### src/rtl/reaction_test_ctrl.sv
// -----------------------------------------------------------------------------
// reaction_test_ctrl
//
// Sequencer for the reaction-time test. It runs a 3-2-1 countdown (1 s per
// digit) and then a blank display period. The blank period ends when the
// elapsed time reaches a latched random delay, which is never less than
// MIN_DELAY_MS. It then shows GO and measures the operator's reaction in ms.
// A press during the countdown or blank period is flagged as a false start.
// No press within MAX_RT_MS is flagged as a timeout.
//
// Ports
//   clk        system clock
//   rst        synchronous active-high reset
//   start      single-cycle start pulse; honoured only in IDLE, DONE or EARLY
//   react      debounced reaction button (level); rising edges are presses
//   rand_ms    random delay in ms, sampled when start is accepted
//   state_o    IDLE=0, COUNT=1, BLANK=2, GO=3, DONE=4, EARLY=5
//   digit_o    countdown digit 3/2/1, 0 outside COUNT
//   blank_o    high in BLANK
//   go_o       high in GO
//   rt_ms      measured reaction time in ms (MAX_RT_MS after a timeout)
//   rt_valid   high in DONE when rt_ms is a real measurement
//   timeout_o  high in DONE after a timeout
//   early_o    high in EARLY
//   best_ms    best valid reaction time since reset
//
// Build option
//   BEST_TIME_EN  when defined, best_ms tracks the minimum valid reaction time.
//                 The register resets to 14'h3FFF. When undefined, best_ms is
//                 tied to 0.
// -----------------------------------------------------------------------------
`timescale 1ns/1ps
module reaction_test_ctrl #(
  parameter int TICKS_PER_MS = 100000,
  parameter int MIN_DELAY_MS = 4000,
  parameter int MAX_RT_MS    = 9999
) (
  input  logic        clk,
  input  logic        rst,
  input  logic        start,
  input  logic        react,
  input  logic [12:0] rand_ms,
  output logic [2:0]  state_o,
  output logic [1:0]  digit_o,
  output logic        blank_o,
  output logic        go_o,
  output logic [13:0] rt_ms,
  output logic        rt_valid,
  output logic        timeout_o,
  output logic        early_o,
  output logic [13:0] best_ms
);

  typedef enum logic [2:0] {
    S_IDLE  = 3'd0,
    S_COUNT = 3'd1,
    S_BLANK = 3'd2,
    S_GO    = 3'd3,
    S_DONE  = 3'd4,
    S_EARLY = 3'd5
  } state_t;

  localparam int PW = (TICKS_PER_MS > 1) ? $clog2(TICKS_PER_MS) : 1;
  localparam logic [PW-1:0] PRESC_LAST = PW'(TICKS_PER_MS - 1);
  localparam logic [13:0]   MIN_DLY    = 14'(MIN_DELAY_MS);
  localparam logic [13:0]   MAX_RT     = 14'(MAX_RT_MS);
  localparam logic [13:0]   COUNT_END  = 14'd3000;

  state_t      state_q, state_d;
  logic [PW-1:0] presc_q, presc_d;
  logic [13:0] elapsed_q, elapsed_d, elapsed_inc;
  logic [13:0] delay_q, delay_d;
  logic [13:0] rt_q, rt_d;
  logic        valid_q, valid_d;
  logic        timeout_q, timeout_d;
  logic        react_q;
  logic [1:0]  digit_q, digit_d;
  logic        blank_q, go_q, early_q;
  logic        tick, press;

  // A press is a rising edge against the registered copy. This means a button
  // already held when a state is entered does not count as a press.
  assign press       = react & ~react_q;
  assign tick        = (presc_q == PRESC_LAST);
  assign elapsed_inc = elapsed_q + {13'd0, tick};

  always_comb begin
    state_d   = state_q;
    presc_d   = presc_q;
    elapsed_d = elapsed_q;
    delay_d   = delay_q;
    rt_d      = rt_q;
    valid_d   = valid_q;
    timeout_d = timeout_q;
    digit_d   = 2'd0;

    unique case (state_q)
      S_IDLE, S_DONE, S_EARLY: begin
        if (start) begin
          state_d   = S_COUNT;
          delay_d   = ({1'b0, rand_ms} < MIN_DLY) ? MIN_DLY : {1'b0, rand_ms};
          presc_d   = '0;
          elapsed_d = '0;
          rt_d      = '0;
          valid_d   = 1'b0;
          timeout_d = 1'b0;
        end
      end
      S_COUNT, S_BLANK, S_GO: begin
        presc_d   = tick ? '0 : presc_q + 1'b1;
        elapsed_d = elapsed_inc;
        if (state_q == S_GO) begin
          // A press wins over a timeout in the same cycle.
          if (press) begin
            state_d = S_DONE;
            rt_d    = elapsed_q;
            valid_d = 1'b1;
          end else if (elapsed_inc >= MAX_RT) begin
            state_d   = S_DONE;
            rt_d      = MAX_RT;
            timeout_d = 1'b1;
          end
        end else if (press) begin
          // A false start wins over a same-cycle COUNT->BLANK or BLANK->GO step.
          state_d = S_EARLY;
        end else if (state_q == S_COUNT) begin
          if (elapsed_inc >= COUNT_END) state_d = S_BLANK;
        end else if (elapsed_inc >= delay_q) begin
          // Measure the reaction from a fresh ms boundary.
          state_d   = S_GO;
          presc_d   = '0;
          elapsed_d = '0;
        end
      end
      default: state_d = S_IDLE;
    endcase

    if (state_d == S_COUNT) begin
      if (elapsed_d < 14'd1000)      digit_d = 2'd3;
      else if (elapsed_d < 14'd2000) digit_d = 2'd2;
      else                           digit_d = 2'd1;
    end
  end

  always_ff @(posedge clk) begin
    if (rst) begin
      state_q   <= S_IDLE;
      presc_q   <= '0;
      elapsed_q <= '0;
      delay_q   <= '0;
      rt_q      <= '0;
      valid_q   <= 1'b0;
      timeout_q <= 1'b0;
      react_q   <= 1'b0;
      digit_q   <= 2'd0;
      blank_q   <= 1'b0;
      go_q      <= 1'b0;
      early_q   <= 1'b0;
    end else begin
      state_q   <= state_d;
      presc_q   <= presc_d;
      elapsed_q <= elapsed_d;
      delay_q   <= delay_d;
      rt_q      <= rt_d;
      valid_q   <= valid_d;
      timeout_q <= timeout_d;
      react_q   <= react;
      digit_q   <= digit_d;
      blank_q   <= (state_d == S_BLANK);
      go_q      <= (state_d == S_GO);
      early_q   <= (state_d == S_EARLY);
    end
  end

  assign state_o   = state_q;
  assign digit_o   = digit_q;
  assign blank_o   = blank_q;
  assign go_o      = go_q;
  assign rt_ms     = rt_q;
  assign rt_valid  = valid_q;
  assign timeout_o = timeout_q;
  assign early_o   = early_q;

`ifdef BEST_TIME_EN
  logic [13:0] best_q;
  always_ff @(posedge clk) begin
    if (rst) begin
      best_q <= 14'h3FFF;
    end else if (state_q == S_GO && state_d == S_DONE && valid_d && rt_d < best_q) begin
      best_q <= rt_d;
    end
  end
  assign best_ms = best_q;
`else
  assign best_ms = 14'd0;
`endif

endmodule
### config.mk
export PLATFORM = sky130hd
export DESIGN_NAME = reaction_test_ctrl
export DESIGN_NICKNAME = d
export VERILOG_FILES = /design/src/rtl/reaction_test_ctrl.sv
export SDC_FILE = /design/constraint.sdc
export NUM_CORES = 1
export LEC_CHECK = 0
export CAP_MARGIN = 40
export CORE_UTILIZATION = 39
export DETAILED_ROUTE_END_ITERATION = 10
export GPL_TIMING_DRIVEN = 0
export PLACE_DENSITY = 0.63
export SLEW_MARGIN = 0
export SYNTH_ARGS = -nofsm -noshare
export SYNTH_HDL_FRONTEND = slang
export SYNTH_SLANG_ARGS = --single-unit
### constraint.sdc
create_clock -name clk -period 10.6 [get_ports clk]
set_input_delay 2.65 -clock clk [delete_from_list [all_inputs] [get_ports clk]]
set_output_delay 2.65 -clock clk [all_outputs]
set_load 0.01 [all_outputs]
After elaboration in Yosys (flattened, before gate mapping)
Index checks and enable logic that the tools add are counted.
Widths: inputs -> output; s select.

word-level totals
  output and inout bits = 38
  word-level logic and storage cells = 87
  memory bits (read-only) = 0
  bits in latches = 0
  memories = 0
  register bits after elaboration = 70
  bits in writable memories = 0

operators by class
  eq/ne operators = 16
  muxes and demuxes = 38
  shift-type cells = 0
  order comparisons = 6
  $add $sub $neg = 2
  reductions and logical operators = 10
  divide/modulo/power cells = 0
  bitwise operators = 3
  multipliers = 0

operator list
  cell                   count
  $mux 14                9
  $mux 17                6
  $pmux 14 s2            2
  $pmux 17 s2            1
  $mux 3                 8
  $add 17x1->17 const B  1
  $eq 17x17->1 const B   1
  $add 14x1->14          1
  $ge 14x12->1 const B   1
  $ge 14x14->1           1
  $ge 14x14->1 const B   1
  $lt 14x10->1 const B   1
  $lt 14x11->1 const B   1
  $lt 13x12->1 const B   1
  $mux 13                1
  $eq 3x2->1 const B     4
  $ne 2x2->1 const B     5
  $eq 3x3->1 const B     3
  $reduce_and 4->1       2
  $eq 3x1->1 const B     2
  $mux 1                 6
  $pmux 3 s2             1
  $reduce_or 3->1        2
  $reduce_and 5->1       1
  other kinds (9)        13

Depth between registers and ports, before layout
Gate-level depths: netlist of the first run.

  word-level depth = 11
  mapped depth = 21
  mapped depth without buffers = 18

Worst setup path before layout of the first run
OpenSTA, ideal clock, no wires.

  path kind = reg2reg
  start = reg presc_q[5]
  end = reg digit_q[0], in the netlist digit_o[0]
  data arrival time = 4678 ps
  setup slack = 5784 ps
  clock period less this slack = 4816 ps
  required time = 10462 ps
  cell stages (with the launch flop) = 19
  cells stage by stage = dfxtp_1 -> or4_1 -> nor4_1 -> ha_1 -> ha_1 -> buf_2 -> and4_1 -> clkbuf_1 -> nand4_1 -> xnor2_1 -> ha_1 -> nand3_1 -> o32ai_1 -> o21ai_0 -> o2111a_1 -> o311a_1 -> a221o_1 -> a2111oi_2 -> a311oi_1

between the ends
  cells in the longest elaborated chain, start to end = 11
  elaborated cells on any way between the ends = 25
  classes of those cells = add/sub (1); order compare (5); eq/ne (2); mux (15); bitwise (1); reduce/logical (1)

RTL lines
  what                                                 RTL line  source
  start, declared                                      70        logic [PW-1:0] presc_q, presc_d;
  start signal, assigned                               161       presc_q <= presc_d;
  $eq 17x17->1 *                                       84        assign tick = (presc_q == PRESC_LAST);
  $add 14x1->14 *                                      85        assign elapsed_inc = elapsed_q + {13'd0, tick};
  $ge 14x14->1 / $ge 14x12->1 (equally long branches)  128, 127
  $mux 14 (tied with other cells)                      128       end else if (elapsed_inc >= delay_q) begin
  $mux 14 / $mux 3 (equally long branches)             126       end else if (state_q == S_COUNT) begin
  $mux 14 / $mux 3 (equally long branches)             123       end else if (press) begin
  $mux 14 / $mux 3 (equally long branches)             112       if (state_q == S_GO) begin
  $pmux 14 s2 / $pmux 3 s2 (equally long branches)     97        unique case (state_q)
  $lt 14x11->1 / $eq 3x1->1 (equally long branches)    140, 138
  $mux 2 / $not 1->1 (equally long branches)           n/a
  $mux 2 / $reduce_or 2->1 (equally long branches)     n/a
  end signal, assigned                                 168       digit_q <= digit_d;
  end, declared                                        77        logic [1:0] digit_q, digit_d;

Mark *: on every way between the ends. The rest lies on a longest branch, timed or not.
A chain may end at the register's enable or synchronous reset.

Worst setup path in the final report of the first run
Same ends and word-level chain as after synthesis.

==> flow_metrics.py, run 1 <==
metrics = {
    "synthesis": {
        "synth_ff_type": "dfxtp_1",
        "synth-seq-cells": 69,
        "synth_warnings": 0,
        "ys_seq_area_share_pct": 33.93,
        "synth-async-reset-ratio_pct": 0,
        "yosysTopAreaCell": "dfxtp_1",
        "avgSynthCellArea_um2": 7.968,
        "synth_edf_count": 0,
        "synth_top_area_share_pct": 33.93,
        "syn_area_mm2": 0.004071,
        "yosys-top-cells-area": "dfxtp_1 34%, a21oi_1 5.4%, ha_1 4.9%, nor2_1 4.3%, nand2_1 3.6%",
        "synth.most_common_cell": "dfxtp_1",
        "yosysUniqueCellTypes": 69,
        "synth_commonest_cells": "69 x dfxtp_1, 47 x nor2_1, 44 x a21oi_1",
        "postSynthCellCount": 511,
    },
    "worst_setup_path": {
        "cp_max_fo": 10,
        "r2r_slack_ns": 4.67,
        "reg2regPathDepth": 19,
        "criticalPathCategory": "flip-flop to flip-flop",
        "cp.arrival_ns": 6.14,
        "crit_required_ns": 10.82,
        "crit_path_frequent_cell": "ha_1",
        "cp_top_family": "simple AND/OR/NAND/NOR gates",
        "endpoint_kind": "flip-flop",
        "rr_endpoint": "digit_o[0]$_SDFF_PP0_",
        "critical_path.cell_chain": "or4_1, nor4_1, ha_1, ha_1, buf_2, and4_1, clkbuf_1, nand4_1, xnor2_1, ha_1, nand3_1, o32ai_1, o21ai_0, o2111ai_2, nand2_1, buf_2, a22o_1, nor4_1, a311oi_1",
        "crit_path_end": "digit_o[0]$_SDFF_PP0_",
        "cp-start-kind": "flip-flop",
        "critPathSlowestCell": "nor4_1",
        "timing.critical_path.from": "presc_q[5]$_SDFFE_PP0P_",
        "slowest_delay_ns": 0.59,
        "rr_startpoint": "presc_q[5]$_SDFFE_PP0P_",
        "cp.buffers_inverters": 3,
        "path_depth": 19,
    },
    "sta": {
        "drv_slew": 0,
        "maxSlewHeadroom_pct": 47.57,
        "period_share_pct": 55.90,
        "fmax_ghz": 0.1688,
        "finalSetupTns_ns": 0,
        "worst_slew_pin_slew_ns": 0.7812,
        "fin_worst_skew_ns": 0.01692,
        "rsz0062_at_grt": "no",
        "setup_viol": 0,
        "min_period_ns": 5.926,
        "final_hold_viol_count": 0,
    },
    "cells_and_area": {
        "fillers": 984,
        "multi_input_area_mm2": 0.002375,
        "utilization_pct": 49.15,
        "syn_to_final_growth_pct": 20.16,
        "seqCellArea_mm2": 0.001381,
        "layout-drive-gt1-share_pct": 9.828,
        "final_nets": 608,
        "antenna_cells": 0,
    },
    "clocking": {
        "clock_latency_ns": 0.37,
        "root_buffer": "clkbuf_8",
        "cts.repair.resized": 0,
        "hold_buffers": 0,
        "clockBufferDepth": 2,
        "cts.clk_slew.worst_paths_ns": 0.09,
        "tritoncts": "built",
        "cts.sinks": 69,
        "cts_made_buffers": 9,
        "htreeDepth": 3,
        "post_cts_buffers": 0,
    },
    "global_routing": {
        "grt_pass1_vias": 3705,
        "grt_remaining_overflow": 0,
        "grt_pass1_wl_um": 17990,
        "antenna_found_initial": 0,
        "grt_usage_pct": 20.60,
        "grt_max_degree": 15,
    },
    "pwr": {
        "ir_drop_uv": 60.14,
        "cellPowerDensity_mw_per_mm2": 137.5,
        "power.leakage_nw": 1.901,
    },
    "die": {
        "coreArea_mm2": 0.009955,
        "dieWidth_um": 104.2,
        "initial_core_util_pct": 40.90,
        "rows": 36,
        "die_area_mm2": 0.01085,
        "ios": 55,
        "chipHeight_um": 104.2,
    },
    "route": {
        "wl_per_cell_um": 15.16,
        "routed-via-count": 3945,
        "ant_nets": 0,
        "firstDrtPassIters": 5,
        "first_iter_violations": 197,
        "postRouteWirelength_um": 10810,
        "remaining_drc_errors": 0,
        "avgViaCountPerCell": 5.533,
    },
    "job": {
        "max_cap_viol_count": 0,
    },
    "run_status": {
        "status": "finished, final reports clean",
    },
    "place": {
        "portBuffers": 40,
        "routabilityCongestion": 0.9298,
        "dp_hpwl_um": 8152,
    },
    "hold_path": {
        "hp-class": "flip-flop to flip-flop",
    },
}
-- report_power, final --
group          internal, mW  total [mW]  leakage [nW]  switching [mW]
clock network         0.112       0.227         0.101           0.115
registers             0.274       0.283         0.561         0.00914
logic                0.0614       0.162          1.24           0.101
total                 0.447       0.673          1.90           0.225
-- how the worst min path moves through the flow --
stage          cells past startpoint                 endpoint                     from  slack, ns
2_1_floorplan                      1  delay_q[1]$_SDFFE_PP0P_  delay_q[1]$_SDFFE_PP0P_       0.45
3_3_place_gp                       2   rt_ms[12]$_SDFFE_PP0P_   rt_ms[12]$_SDFFE_PP0P_       0.45
3_5_place_dp                       2    rt_ms[9]$_SDFFE_PP0P_    rt_ms[9]$_SDFFE_PP0P_       0.45
4_1_cts                            2    rt_ms[1]$_SDFFE_PP0P_    rt_ms[1]$_SDFFE_PP0P_       0.47
5_1_grt                            2    rt_ms[2]$_SDFFE_PP0P_    rt_ms[2]$_SDFFE_PP0P_       0.48
6_report                           2    rt_ms[9]$_SDFFE_PP0P_    rt_ms[9]$_SDFFE_PP0P_       0.46
-- cells in the final DEF (no fill, tap or decap), types with 4 or more instances in the layout --
| cell type | n |
|---|---|
| a211oi_1 | 9 |
| a21o_1 | 4 |
| a21oi_1 | 44 |
| a22o_1 | 7 |
| a22oi_1 | 12 |
| a311oi_1 | 10 |
| and2_1 | 5 |
| and3_1 | 8 |
| buf_2 | 8 |
| buf_4 | 15 |
| clkbuf_1 | 20 |
| clkbuf_8 | 9 |
| clkdlybuf4s50_1 | 40 |
| conb_1 | 14 |
| dfxtp_1 | 69 |
| ha_1 | 16 |
| inv_1 | 34 |
| nand2_1 | 39 |
| nand2b_1 | 4 |
| nand3_1 | 17 |
| nand3b_1 | 5 |
| nand4_1 | 12 |
| nor2_1 | 47 |
| nor2b_1 | 6 |
| nor3_1 | 8 |
| nor3b_1 | 4 |
| nor4_1 | 7 |
| o21ai_0 | 24 |
| xnor2_1 | 6 |
| xor2_1 | 5 |
-- metal layers --
metal | track usage (%) | share of wire (%) | vias to the layer above
li1 | - | - | 1971
met1 | 26.23 | 45 | 1849
met2 | 34.43 | 48 | 103
met3 | 3.133 | 4.5 | 22
met4 | 8.878 | 2.6 | 0
met5 | 0 | 0 | -
-- tightest hold or removal path: cells and delay by family, from the launching register on --
kind / cells / cell delay, ns
flops: 1 / 0.32
compound gates: 1 / 0.05
buf+inv: 1 / 0.05
-- sequential cells by signal (all words and copies together) (netlist names) --
name,cells
rt_valid,1
delay_q,13
presc_q,17
blank_o,1
timeout_o,1
elapsed_q,14
state_o,3
digit_o,2
go_o,1
early_o,1
rt_ms,14
react_q,1
-- cell type report --
type / count / area share (%)
flip-flops and latches: 69 / 28.24
repair buffers: 40 / 8.184
well taps: 133 / 3.402
clock buffers: 9 / 2.532
plain buffers: 45 / 4.834
clock inverters: 7 / 1.662
multi-input cells: 376 / 48.54
inverters: 34 / 2.609
-- kinds of logic (layout without fill, tap and decap cells) --
kind of cell | after synthesis | in the layout | synth area share [%]
compound gates | 153 | 153 | 25.94
buf+inv | 79 | 135 | 8.943
xor+xnor | 11 | 11 | 2.366
mux | 3 | 3 | 0.7376
fa+ha+maj | 16 | 16 | 4.917
simple gates | 179 | 179 | 23.08
other cells | 1 | 14 | 0.09211
flops | 69 | 69 | 33.93
-- metrics by stage --
step	instances	power (mW)	setup slack, ns	area (um^2)	hold WS [ns]
5_1_grt	713	0.7079	4.295	4892	0.4817
3_5_place_dp	697	0.4496	4.746	4687	0.4500
4_1_cts	713	0.6774	4.715	4892	0.4661
2_1_floorplan	524	0.3926	5.784	4120	0.4493
6_report	713	0.6727	4.674	4892	0.4612
3_3_place_gp	697	0.4466	4.847	4687	0.4482
Note: power is estimated with default switching activity, not from simulation.
==> run 2, diff against run 1 <==
--- a/config.mk
+++ b/config.mk
@@ -9,7 +9,7 @@
 export CORE_UTILIZATION = 39
 export DETAILED_ROUTE_END_ITERATION = 10
 export GPL_TIMING_DRIVEN = 0
-export PLACE_DENSITY = 0.63
+export PLACE_DENSITY = 0.65
 export SLEW_MARGIN = 0
 export SYNTH_ARGS = -nofsm -noshare
 export SYNTH_HDL_FRONTEND = slang
==> constraint.sdc (replaced) <==
create_clock -name clk -period 4.8 [get_ports clk]
set_input_delay 1.2 -clock clk [delete_from_list [all_inputs] [get_ports clk]]
set_output_delay 1.2 -clock clk [all_outputs]
set_load 0.01 [all_outputs]
==> run 2 against run 1 <==
  * Clock skew down 0.0052 ns
  * Sequential share of layout area down 1.9 points
  * Fmax is 27% higher
  * Clock power grew 120%
  * Die area did not move
  * Critical endpoint unchanged
  * Highest routed layer unchanged
==> flow_metrics.py, run 2 (synthesis results as in run 1) <==
metrics = {
    "pwr": {
        "total_power_mw": 1.555,
        "cellPowerDensity_mw_per_mm2": 295.1,
        "ir_drop_uv": 154.6,
        "power.leakage_nw": 2.048,
    },
    "route": {
        "remaining_drc_errors": 0,
        "ant_nets": 0,
        "first_iter_violations": 236,
        "firstDrtPassIters": 5,
        "routed-via-count": 4126,
        "postRouteWirelength_um": 11360,
        "wl_per_cell_um": 15.42,
        "avgViaCountPerCell": 5.598,
    },
    "die": {
        "ios": 55,
        "initial_core_util_pct": 40.90,
        "dieWidth_um": 104.2,
        "die_area_mm2": 0.01085,
        "chipHeight_um": 104.2,
        "coreArea_mm2": 0.009955,
        "rows": 36,
    },
    "worst_setup_path": {
        "cp_max_fo": 5,
        "crit_required_ns": 5.06,
        "cp.buffers_inverters": 3,
        "cp_top_family": "simple AND/OR/NAND/NOR gates",
        "criticalPathCategory": "flip-flop to flip-flop",
        "cp-start-kind": "flip-flop",
        "slowest_delay_ns": 0.54,
        "critPathSlowestCell": "or4_4",
        "critical_path.cell_chain": "or4_4, nor4_4, ha_4, ha_4, buf_6, nand4_1, buf_4, or3_4, nand2_1, ha_1, nand2_2, o21ai_1, a41oi_2, o2111ai_2, buf_4, a221o_1, a22oi_2, a2111oi_2, a311oi_1",
        "cp.arrival_ns": 4.92,
        "endpoint_kind": "flip-flop",
    },
    "cells_and_area": {
        "layout_commonest_cell": "dfxtp_1",
        "largest_reg_flops": 17,
        "layout-drive-gt1-share_pct": 17.22,
        "utilization_pct": 52.92,
        "final_nets": 632,
        "final_area_mm2": 0.005268,
        "final_cell_mix": "68 x dfxtp_1, 46 x nor2_1, 43 x a21oi_1",
        "antenna_cells": 0,
        "stdcell_count": 737,
        "top_register": "presc_q",
        "syn_to_final_growth_pct": 29.38,
    },
    "global_routing": {
        "grt_remaining_overflow": 0,
        "grt_usage_pct": 21.30,
        "antenna_found_initial": 0,
        "use_met1_pct": 25.57,
        "grt_pass1_wl_um": 18840,
        "grt_pass1_vias": 3940,
        "top_usage_layer": "met2",
        "grt_max_degree": 12,
        "met3_usage_pct": 5.263,
        "use_met2_pct": 35.71,
    },
    "hold_path": {
        "hp-class": "flip-flop to flip-flop",
    },
    "sta": {
        "fmax_ghz": 0.2147,
        "period_share_pct": 97.03,
        "final_hold_viol_count": 0,
        "worst_slew_pin_slew_ns": 0.8819,
        "setup_viol": 0,
        "min_period_ns": 4.657,
        "fin_worst_skew_ns": 0.01174,
        "maxSlewHeadroom_pct": 40.81,
        "drv_slew": 0,
        "finalWorstSetupSlack_ns": 0.1426,
    },
    "clocking": {
        "cts_made_buffers": 9,
        "root_buffer": "clkbuf_8",
        "tritoncts": "built",
        "cts.sinks": 69,
        "htreeDepth": 3,
        "clock_latency_ns": 0.35,
        "cts.clk_slew.worst_paths_ns": 0.08,
        "clockBufferDepth": 2,
    },
    "place": {
        "placed_cells": 697,
        "pre_cts_ws_ns": -0.8705,
        "dp_hpwl_um": 8206,
        "routabilityCongestion": 0.9360,
        "postPlaceCellArea_mm2": 0.004693,
        "portBuffers": 40,
    },
    "job": {
        "max_cap_viol_count": 0,
    },
    "run_status": {
        "status": "finished, final reports clean",
    },
}
-- run 2: cell count changes in the layout (fill, tap and decap cells not counted), sizes merged --
cell    before  now
inv         37   34
buf         24   49
clkinv       2    1
clkbuf      30   33
-- run 2: layer usage --
metal / wire (um) / vias up
met1: 5004 / 1943
met2: 5279 / 137
met4: 429 / 0
met3: 649 / 30
li1: - / 2016
met5: 0 / -
-- run 2: report_power, final --
part,internal (mW),switching [mW],total (mW)
sequential,0.605,0.0205,0.626
combinational,0.178,0.243,0.421
clock,0.282,0.225,0.508
total,1.07,0.489,1.55
-- run 2: timing repair --
item / CTS / global route
cloned: 0 / 1
endpoints found under the setup margin: 35 / 32
gates resized for setup: 17 / 28
buffers inserted: 7 / 17
pin swaps: 4 / 15
hold buffers: 0 / 0
-- run 2: final timing paths --
check        cells after the start                    start                    end  slack (ns)
max                             19  presc_q[5]$_SDFFE_PP0P_  digit_o[0]$_SDFF_PP0_        0.14
min                              2    rt_ms[6]$_SDFFE_PP0P_  rt_ms[6]$_SDFFE_PP0P_        0.46
max reg2reg                     19  presc_q[5]$_SDFFE_PP0P_  digit_o[0]$_SDFF_PP0_        0.14
min reg2reg                      2    rt_ms[6]$_SDFFE_PP0P_  rt_ms[6]$_SDFFE_PP0P_        0.46
-- run 2: per-stage QoR --
stage | TNS, ns | hold slack [ns]
after global routing | -0.04844 | 0.4764
final | 0 | 0.4582
after detailed placement | -18.14 | 0.4476
after global placement | -15.22 | 0.4489
after CTS | -0.06026 | 0.4612
after floorplan | 0 | 0.4493
-- run 2: tightest hold or removal path, delay by kind of cell (launching register included) --
kind | cells | cell delay [ns]
compound gates | 1 | 0.05
simple gates | 1 | 0.05
flops | 1 | 0.31
-- run 2: final cells by class --
class,instances,area (um^2)
Tap cell,133,166.4
Timing Repair Buffer,65,585.6
Inverter,34,127.6
Clock inverter,3,42.54
Fill cell,921,4687
Buffer,44,259.0
Multi-Input combinational cell,376,2532
Sequential cell,69,1385
Clock buffer,13,168.9
